### src/rtl/fixed_mult_pkg.sv
// Shared constants for the fixed-point DSP datapath: rounding-mode encodings and
// saturation limits used by the multiplier and the accumulator blocks.
package fixed_mult_pkg;

  localparam logic RND_TRUNC  = 1'b0;
  localparam logic RND_HALFUP = 1'b1;

  // Wide enough to hold the limits for any operand width this datapath uses.
  localparam int SAT_W = 128;

  function automatic logic signed [SAT_W-1:0] sat_max(input int n);
    logic signed [SAT_W-1:0] one;
    one = {{(SAT_W-1){1'b0}}, 1'b1};
    return (one <<< (n - 1)) - one;
  endfunction

  function automatic logic signed [SAT_W-1:0] sat_min(input int n);
    logic signed [SAT_W-1:0] one;
    one = {{(SAT_W-1){1'b0}}, 1'b1};
    return -(one <<< (n - 1));
  endfunction

endpackage

### src/rtl/fixed_mult_if.sv
// Operand/result handshake bundle of the pipelined fixed-point multiplier.
interface fixed_mult_if #(
  parameter int N = 32
);
  logic         in_valid;
  logic         in_ready;
  logic [N-1:0] in_a;
  logic [N-1:0] in_b;
  logic         in_rnd;
  logic         out_valid;
  logic         out_ready;
  logic [N-1:0] out_res;
  logic         out_ovf;

  modport master (
    output in_valid, in_a, in_b, in_rnd, out_ready,
    input  in_ready, out_valid, out_res, out_ovf
  );

  modport slave (
    input  in_valid, in_a, in_b, in_rnd, out_ready,
    output in_ready, out_valid, out_res, out_ovf
  );
endinterface

### src/rtl/fixed_round_sat.sv
// Scales a full-width signed product back to QN.Q with truncate or round-half-up,
// then saturates to the N-bit range and flags the clip.
module fixed_round_sat
  import fixed_mult_pkg::*;
#(
  parameter int N = 32,
  parameter int Q = 15
) (
  input  logic [2*N-1:0] p,
  input  logic           rnd,
  output logic [N-1:0]   res,
  output logic           ovf
);

  // One guard bit above the product so the rounding add can never wrap.
  localparam int W = 2 * N + 1;

  localparam logic signed [SAT_W-1:0] MAX_FULL = sat_max(N);
  localparam logic signed [SAT_W-1:0] MIN_FULL = sat_min(N);
  localparam logic signed [W-1:0]     MAX_W    = MAX_FULL[W-1:0];
  localparam logic signed [W-1:0]     MIN_W    = MIN_FULL[W-1:0];
  localparam logic signed [W-1:0]     HALF     = {{(W-1){1'b0}}, 1'b1} << (Q - 1);

  logic signed [W-1:0] p_ext;
  logic signed [W-1:0] biased;
  logic signed [W-1:0] r;

  // NOTE: every output gets a default at the top of the block so no path leaves it
  // unassigned; otherwise synthesis infers a latch.
  always_comb begin
    p_ext  = $signed({p[2*N-1], p});
    biased = (rnd == RND_HALFUP) ? p_ext + HALF : p_ext;
    r      = biased >>> Q;
    res    = r[N-1:0];
    ovf    = 1'b0;
    if (r > MAX_W) begin
      res = MAX_W[N-1:0];
      ovf = 1'b1;
    end else if (r < MIN_W) begin
      res = MIN_W[N-1:0];
      ovf = 1'b1;
    end
  end

endmodule

### src/rtl/fixed_mult_pipe.sv
// Three-stage pipelined signed QN.Q multiplier with valid/ready flow control:
// S1 operands, S2 full product, S3 rounded and saturated result.
module fixed_mult_pipe
  import fixed_mult_pkg::*;
#(
  parameter int N = 32,
  parameter int Q = 15
) (
  input  logic          clk,
  input  logic          rst_n,
  fixed_mult_if.slave   bus
);

  logic                  v1, v2, v3;
  logic                  ready1, ready2, ready3;
  logic signed [N-1:0]   a1, b1;
  logic                  rnd1, rnd2;
  logic signed [2*N-1:0] p2;
  logic signed [2*N-1:0] prod;
  logic [N-1:0]          res3, res_c;
  logic                  ovf3, ovf_c;

  // A stage may load when it is empty or its content moves on this same edge,
  // which lets a full pipe push and pop together without bubbles.
  assign ready3 = !v3 || bus.out_ready;
  assign ready2 = !v2 || ready3;
  assign ready1 = !v1 || ready2;

  assign bus.in_ready  = ready1;
  assign bus.out_valid = v3;
  assign bus.out_res   = res3;
  assign bus.out_ovf   = ovf3;

  assign prod = $signed({{N{a1[N-1]}}, a1}) * $signed({{N{b1[N-1]}}, b1});

  // NOTE: payload registers are reset along with the valid bits so the output bus
  // reads zero during and right after reset instead of stale or unknown data.
  always_ff @(posedge clk or negedge rst_n) begin
    if (!rst_n) begin
      v1   <= 1'b0;
      a1   <= '0;
      b1   <= '0;
      rnd1 <= RND_TRUNC;
    end else if (ready1) begin
      // NOTE: non-blocking assignments so every stage samples the pre-edge values
      // of its neighbours, independent of block ordering.
      v1 <= bus.in_valid;
      if (bus.in_valid) begin
        a1   <= bus.in_a;
        b1   <= bus.in_b;
        rnd1 <= bus.in_rnd;
      end
    end
  end

  always_ff @(posedge clk or negedge rst_n) begin
    if (!rst_n) begin
      v2   <= 1'b0;
      p2   <= '0;
      rnd2 <= RND_TRUNC;
    end else if (ready2) begin
      v2 <= v1;
      if (v1) begin
        p2   <= prod;
        rnd2 <= rnd1;
      end
    end
  end

  fixed_round_sat #(
    .N (N),
    .Q (Q)
  ) u_round_sat (
    .p   (p2),
    .rnd (rnd2),
    .res (res_c),
    .ovf (ovf_c)
  );

  always_ff @(posedge clk or negedge rst_n) begin
    if (!rst_n) begin
      v3   <= 1'b0;
      res3 <= '0;
      ovf3 <= 1'b0;
    end else if (ready3) begin
      v3 <= v2;
      if (v2) begin
        res3 <= res_c;
        ovf3 <= ovf_c;
      end
    end
  end

endmodule

### src/flat_wrapper.sv
// flat-port wrapper written by rule: the top's interface ports become plain ports
module fixed_mult_pipe_flat import fixed_mult_pkg::*;
#(
  parameter int N = 32,
  parameter int Q = 15
)
  (clk, rst_n, bus_in_valid, bus_in_a, bus_in_b, bus_in_rnd, bus_out_ready, bus_in_ready, bus_out_valid, bus_out_res, bus_out_ovf);
  fixed_mult_if #(.N(N)) bus_i ();
  input  logic clk;
  input  logic rst_n;
  input wire logic [$bits(bus_i.in_valid)-1:0] bus_in_valid;
  input wire logic [$bits(bus_i.in_a)-1:0] bus_in_a;
  input wire logic [$bits(bus_i.in_b)-1:0] bus_in_b;
  input wire logic [$bits(bus_i.in_rnd)-1:0] bus_in_rnd;
  input wire logic [$bits(bus_i.out_ready)-1:0] bus_out_ready;
  output wire logic [$bits(bus_i.in_ready)-1:0] bus_in_ready;
  output wire logic [$bits(bus_i.out_valid)-1:0] bus_out_valid;
  output wire logic [$bits(bus_i.out_res)-1:0] bus_out_res;
  output wire logic [$bits(bus_i.out_ovf)-1:0] bus_out_ovf;
  assign bus_i.in_valid = bus_in_valid;
  assign bus_i.in_a = bus_in_a;
  assign bus_i.in_b = bus_in_b;
  assign bus_i.in_rnd = bus_in_rnd;
  assign bus_i.out_ready = bus_out_ready;
  assign bus_in_ready = bus_i.in_ready;
  assign bus_out_valid = bus_i.out_valid;
  assign bus_out_res = bus_i.out_res;
  assign bus_out_ovf = bus_i.out_ovf;
  fixed_mult_pipe #(.N(N), .Q(Q)) u_core (.clk(clk), .rst_n(rst_n), .bus(bus_i));
endmodule
### config.mk
export PLATFORM = sky130hd
export DESIGN_NAME = fixed_mult_pipe_flat
export DESIGN_NICKNAME = d
export VERILOG_FILES = /design/src/rtl/fixed_mult_pkg.sv /design/src/rtl/fixed_mult_if.sv /design/src/rtl/fixed_round_sat.sv /design/src/rtl/fixed_mult_pipe.sv /design/src/flat_wrapper.sv
export SDC_FILE = /design/constraint.sdc
export NUM_CORES = 2
export LEC_CHECK = 0
export ABC_AREA = 1
export CAP_MARGIN = 20
export CORE_UTILIZATION = 50
export CTS_BUF_LIST = sky130_fd_sc_hd__clkbuf_8
export DETAILED_ROUTE_END_ITERATION = 12
export GPL_ROUTABILITY_DRIVEN = 0
export PLACE_DENSITY = 0.67
export SLEW_MARGIN = 20
export SYNTH_ARGS = -nofsm -noshare
export SYNTH_HDL_FRONTEND = slang
export SYNTH_SLANG_ARGS = --single-unit
export TNS_END_PERCENT = 10
### constraint.sdc
create_clock -name clk -period 8.37 [get_ports clk]
set_input_delay 1.674 -clock clk [delete_from_list [all_inputs] [get_ports clk]]
set_output_delay 1.674 -clock clk [all_outputs]
set_load 0.01 [all_outputs]
== Word level (Yosys, flattened, before mapping) ==
Cells that the tools add are included.

* Register bits after elaboration: 166
* Word-level logic and storage cells: 28

* Add/subtract/negate cells: 1
* Multipliers: 1
* Order comparisons: 2
* Multiplexer cells: 5
* Reduce and logical (&&, ||, !) cells: 9

{| class="wikitable"
|+ Operators by type and width
! kind !! count
|-
| $add A64 B16 Y65 const B || 1
|-
| $mux W65 || 1
|-
| $mul A32 B32 Y64 || 1
|-
| $mux W32 || 2
|-
| $gt A50 B32 Y1 const B || 1
|-
| $lt A50 B32 Y1 const B || 1
|-
| $reduce_and A2 Y1 || 3
|-
| $logic_not A1 Y1 || 3
|-
| $logic_or A1 B1 Y1 || 3
|-
| $mux W1 || 2
|}

== Depth between registers and ports, before layout ==
* Word-level depth: 5
* Mapped depth: 34
* Mapped depth without buffers: 32

== Hierarchy ==
From an unflattened synthesis, not the netlist that was laid out.

* Cells, all modules: 5987
* Area, all modules: 47301.6 um^2

{| class="wikitable"
|+ Modules (own cells, without submodules)
! module !! cells an instance !! area each (um^2) !! times used !! sequential area each (um^2)
|-
| fixed_mult_pipe || 5549 || 45149.6 || 1 || 4154.0
|-
| fixed_round_sat || 438 || 2152.1 || 1 || 0.0
|}

== Worst setup path before layout ==
No wires, ideal clock.

* Path type: flip-flop to flip-flop
* From: register u_core.a1[31]
* To: register u_core.p2[63]
* Setup slack: 1.039 ns
* Stages on the path, launching flop included: 31
* Path buffers: 1
* Data arrival time: 7.213 ns
* Clock period less this slack: 7.331 ns
* Cell sequence: dfrtp_1 clkbuf_1 nand2_1 inv_1 fa_1 inv_1 fa_1 inv_1 fa_1 fa_1 inv_1 fa_1 inv_1 fa_1 inv_1 fa_1 inv_1 fa_1 ha_1 nand2_1 nor2_1 inv_1 nor2_1 inv_1 nor3_1 inv_1 o21bai_1 a21oi_1 or2_0 nand3_1 nand2_1

* Cells in the longest elaborated chain, start to end: 1

{| class="wikitable"
|+ RTL lines
! item !! RTL line !! source
|-
| start, declared || fixed_mult_pipe.sv:16 || <nowiki>logic signed [N-1:0] a1, b1;</nowiki>
|-
| start signal, assigned || fixed_mult_pipe.sv:49 || <nowiki>a1 <= bus.in_a;</nowiki>
|-
| $mul A32 B32 Y64 || fixed_mult_pipe.sv:34 || <nowiki>assign prod = $signed({{N{a1[N-1]}}, a1}) * $signed({{N{b1[N-1]}}, b1});</nowiki>
|-
| end signal, assigned || fixed_mult_pipe.sv:64 || <nowiki>p2 <= prod;</nowiki>
|-
| end, declared || fixed_mult_pipe.sv:18 || <nowiki>logic signed [2*N-1:0] p2;</nowiki>
|}

Every way passes these cells.
A chain may end at the register's enable or synchronous reset.

== Final worst setup path ==
* From: register u_core.a1[18]
* To: register u_core.p2[53]

Same word-level chain as after synthesis.

==> results.ini <==
[routing]
first_iter_violations=2623
ant_nets=0
vias=35300
drc=0
wl_per_cell_um=17.8
routed_via_density=5.14
dr.pass1.iters=6
totalWireLength_um=122000

[critical_path]
critical_path_class=flip-flop to flip-flop
worst-path-buf-inv=4
endpoint=u_core.p2[53]$_DFFE_PN0P_
cp_top_family=adder cells
crit_arrival_ns=8.60
r2r-start=u_core.a1[18]$_DFFE_PN0P_
rr_endpoint=u_core.p2[53]$_DFFE_PN0P_
path_common_cell=fa_1
crit_required_ns=8.81
path_depth=24
crit_start=u_core.a1[18]$_DFFE_PN0P_
r2r_cells=24
path_max_fanout=15
cp-start-kind=flip-flop
r2r_slack_ns=0.21
cp-end-kind=flip-flop
crit_path_cell_trace=buf_4, buf_4, nand2_1, fa_1, inv_1, fa_1, fa_1, fa_1, fa_1, fa_1, fa_1, fa_1, ha_1, a21oi_1, inv_1, a31oi_1, o21ai_0, a21oi_2, nand3_1, nand2_1, nand2_1, or2_2, nand3_1, o21ai_0
crit_slowest_cell=dfrtp_1
cpPeakStageDelay_ns=0.80

[synth]
synth-main-ff-cell=dfrtp_1
ys_seq_area_frac=0.0832
synth_area_per_cell_um2=8.00
synthAdderAreaFrac=0.523
synth-compound-area-share=0.0289
synth-seq-cells=152
synthMuxAreaShare=0.0155
syn-num-nets=7049
synth_edf_count=0
synth_top_family_by_area=adder cells
syn_area_um2=45700
yosys.area_share.simple=0.176
syn_inst=5718
yosys_warnings=0
async_reset_ff_frac=1.00
synth_cell_types=54
synthXorXnorAreaFrac=0.0132

[clock_tree]
cts_tree=yes
htreeDepth=4
clock_latency_ns=0.63
cts.sinks=152
cts.path.max_buffers=2
numCtsBuffers=17
clock-root-buffer=clkbuf_8
clkSlewWorstSetupHoldPaths_ns=0.09

[floorplan]
rows=110
die_h_um=304
start_util=0.507
pin_count=104
fp.dieW_um=304
core_um2=90300
dieArea_um2=92700

[min_path]
min_path_cells=2
hold_path_class=flip-flop to flip-flop
hp-start=u_core.v2$_DFFE_PN0P_

[status]
status=complete, no violations

[timing]
hold_viol=0
report.final.slew_viol_count=0
slew-limit-headroom=0.332
tightest_slew_ns=1.00
fin_crit_ns=8.16
timing.final.crit_share=0.975
fmax_mhz=123
clock_skew_ns=0.0545
setup_violations=0
grt_setup_unrepaired=false
setup_tns_ns=0

[layout]
drive_above_1_share=0.0531
final_cells=6879
nNetsFinal=7021
syn_to_final_growth_pct=6.17
fin_util=0.538

[global_route]
grt_max_degree=70
grt_pass1_wl_um=205000
grtUsageTotal=0.283
antenna_found_initial=2
grt_overflow=0
grt_pass1_vias=38300

[placed_design]
portBuffers=103
dp_hpwl_um=106000
dp_cells=6845

[run]
maxCapViolCount=0

cell type report:
cell class / instances / area [um2]
fillers: 8428 / 41700
flip-flops and latches: 152 / 3810
well taps: 1176 / 1470
diodes: 1 / 2.50
clock inverters: 13 / 143
repair buffers: 230 / 2060
inverters: 1659 / 6230
clock buffers: 18 / 248
multi-input cells: 3630 / 34600
worst min-delay path by stage:
stage / end
2_1_floorplan: u_core.rnd2$_DFFE_PN0P_
3_3_place_gp: u_core.bus.out_valid$_DFFE_PN0P_
3_5_place_dp: u_core.bus.out_res[24]$_DFFE_PN0P_
4_1_cts: u_core.bus.out_res[24]$_DFFE_PN0P_
5_1_grt: u_core.bus.out_res[19]$_DFFE_PN0P_
6_report: u_core.bus.out_valid$_DFFE_PN0P_
stage by stage:
stage	instance area, um2	hold WS [ns]	worst slack [ns]
2_1_floorplan	45700	0.448	1.04
3_3_place_gp	48100	0.461	0.267
3_5_place_dp	48100	0.464	0.293
4_1_cts	48500	0.491	0.261
5_1_grt	48600	0.514	0.0279
6_report	48600	0.487	0.212
metal layers:
layer	share of wire	GRT usage	vias up	routed length (um)
met3	0.061	0.0328	298	7490
met5	0.000074	0	-	9
met1	0.41	0.373	17800	50500
met4	0.044	0.114	2	5380
met2	0.48	0.477	1360	58900
li1	-	-	15900	-
placed cells by master (no fill, tap or decap), drive strengths merged, types with 4 or more instances in the layout:
| master | netlist | routed |
|---|---|---|
| a21boi | 5 | 5 |
| a21o | 10 | 10 |
| a21oi | 86 | 86 |
| a31oi | 9 | 9 |
| buf | 18 | 128 |
| clkbuf | 259 | 18 |
| clkdlybuf4s50 | 0 | 102 |
| clkinv | 3 | 6 |
| dfrtp | 152 | 152 |
| fa | 1081 | 1081 |
| ha | 181 | 181 |
| inv | 1656 | 1662 |
| mux2 | 63 | 63 |
| nand2 | 1573 | 1573 |
| nand3 | 91 | 91 |
| nand3b | 15 | 15 |
| nand4 | 19 | 19 |
| nor2 | 261 | 261 |
| nor3 | 16 | 16 |
| o211ai | 4 | 4 |
| o21a | 7 | 7 |
| o21ai | 85 | 85 |
| o21bai | 14 | 14 |
| or2 | 19 | 19 |
| xnor2 | 43 | 43 |
| xor2 | 26 | 26 |
synth_stat cells, types with 43 or more instances:
library cell / n / area, um2
inv_1: 1653 / 6200
nand2_1: 1546 / 5800
fa_1: 1081 / 21600
clkbuf_1: 259 / 972
nor2_1: 251 / 942
ha_1: 181 / 2260
dfrtp_1: 152 / 3800
a21oi_1: 86 / 430
nand3_1: 81 / 405
o21ai_0: 73 / 365
mux2_2: 63 / 709
xnor2_1: 43 / 377
state kept, by name, indices dropped and copies added (netlist names):
signal	flops
u_core.p2	50
u_core.a1	32
u_core.b1	32
u_core.bus.out_res	32
u_core.bus.out_ovf	1
u_core.bus.out_valid	1
u_core.rnd1	1
u_core.rnd2	1
u_core.v1	1
u_core.v2	1
kinds of logic after synthesis:
group / count (synthesis)
simple gates: 2004
buf+inv: 1936
fa+ha+maj: 1262
compound gates: 232
flops: 152
xor+xnor: 69
mux: 63
repair_timing:
item | 4_1_cts | 5_1_grt
hold endpoints to repair | 0 | 0
endpoints found under the setup margin | 0 | 3
hold buffers | 0 | 0
setup buffers | 0 | 2
gates resized for setup | 0 | 5
tightest hold or removal path, stage by stage, from the launching register on:
cell and delay [ns]:
dfrtp_1 0.35, inv_1 0.05, nand2_1 0.05
Power is left out: the tool's default activity adds up to more than one toggle a clock period on the data nets, which glitch-free logic cannot reach.
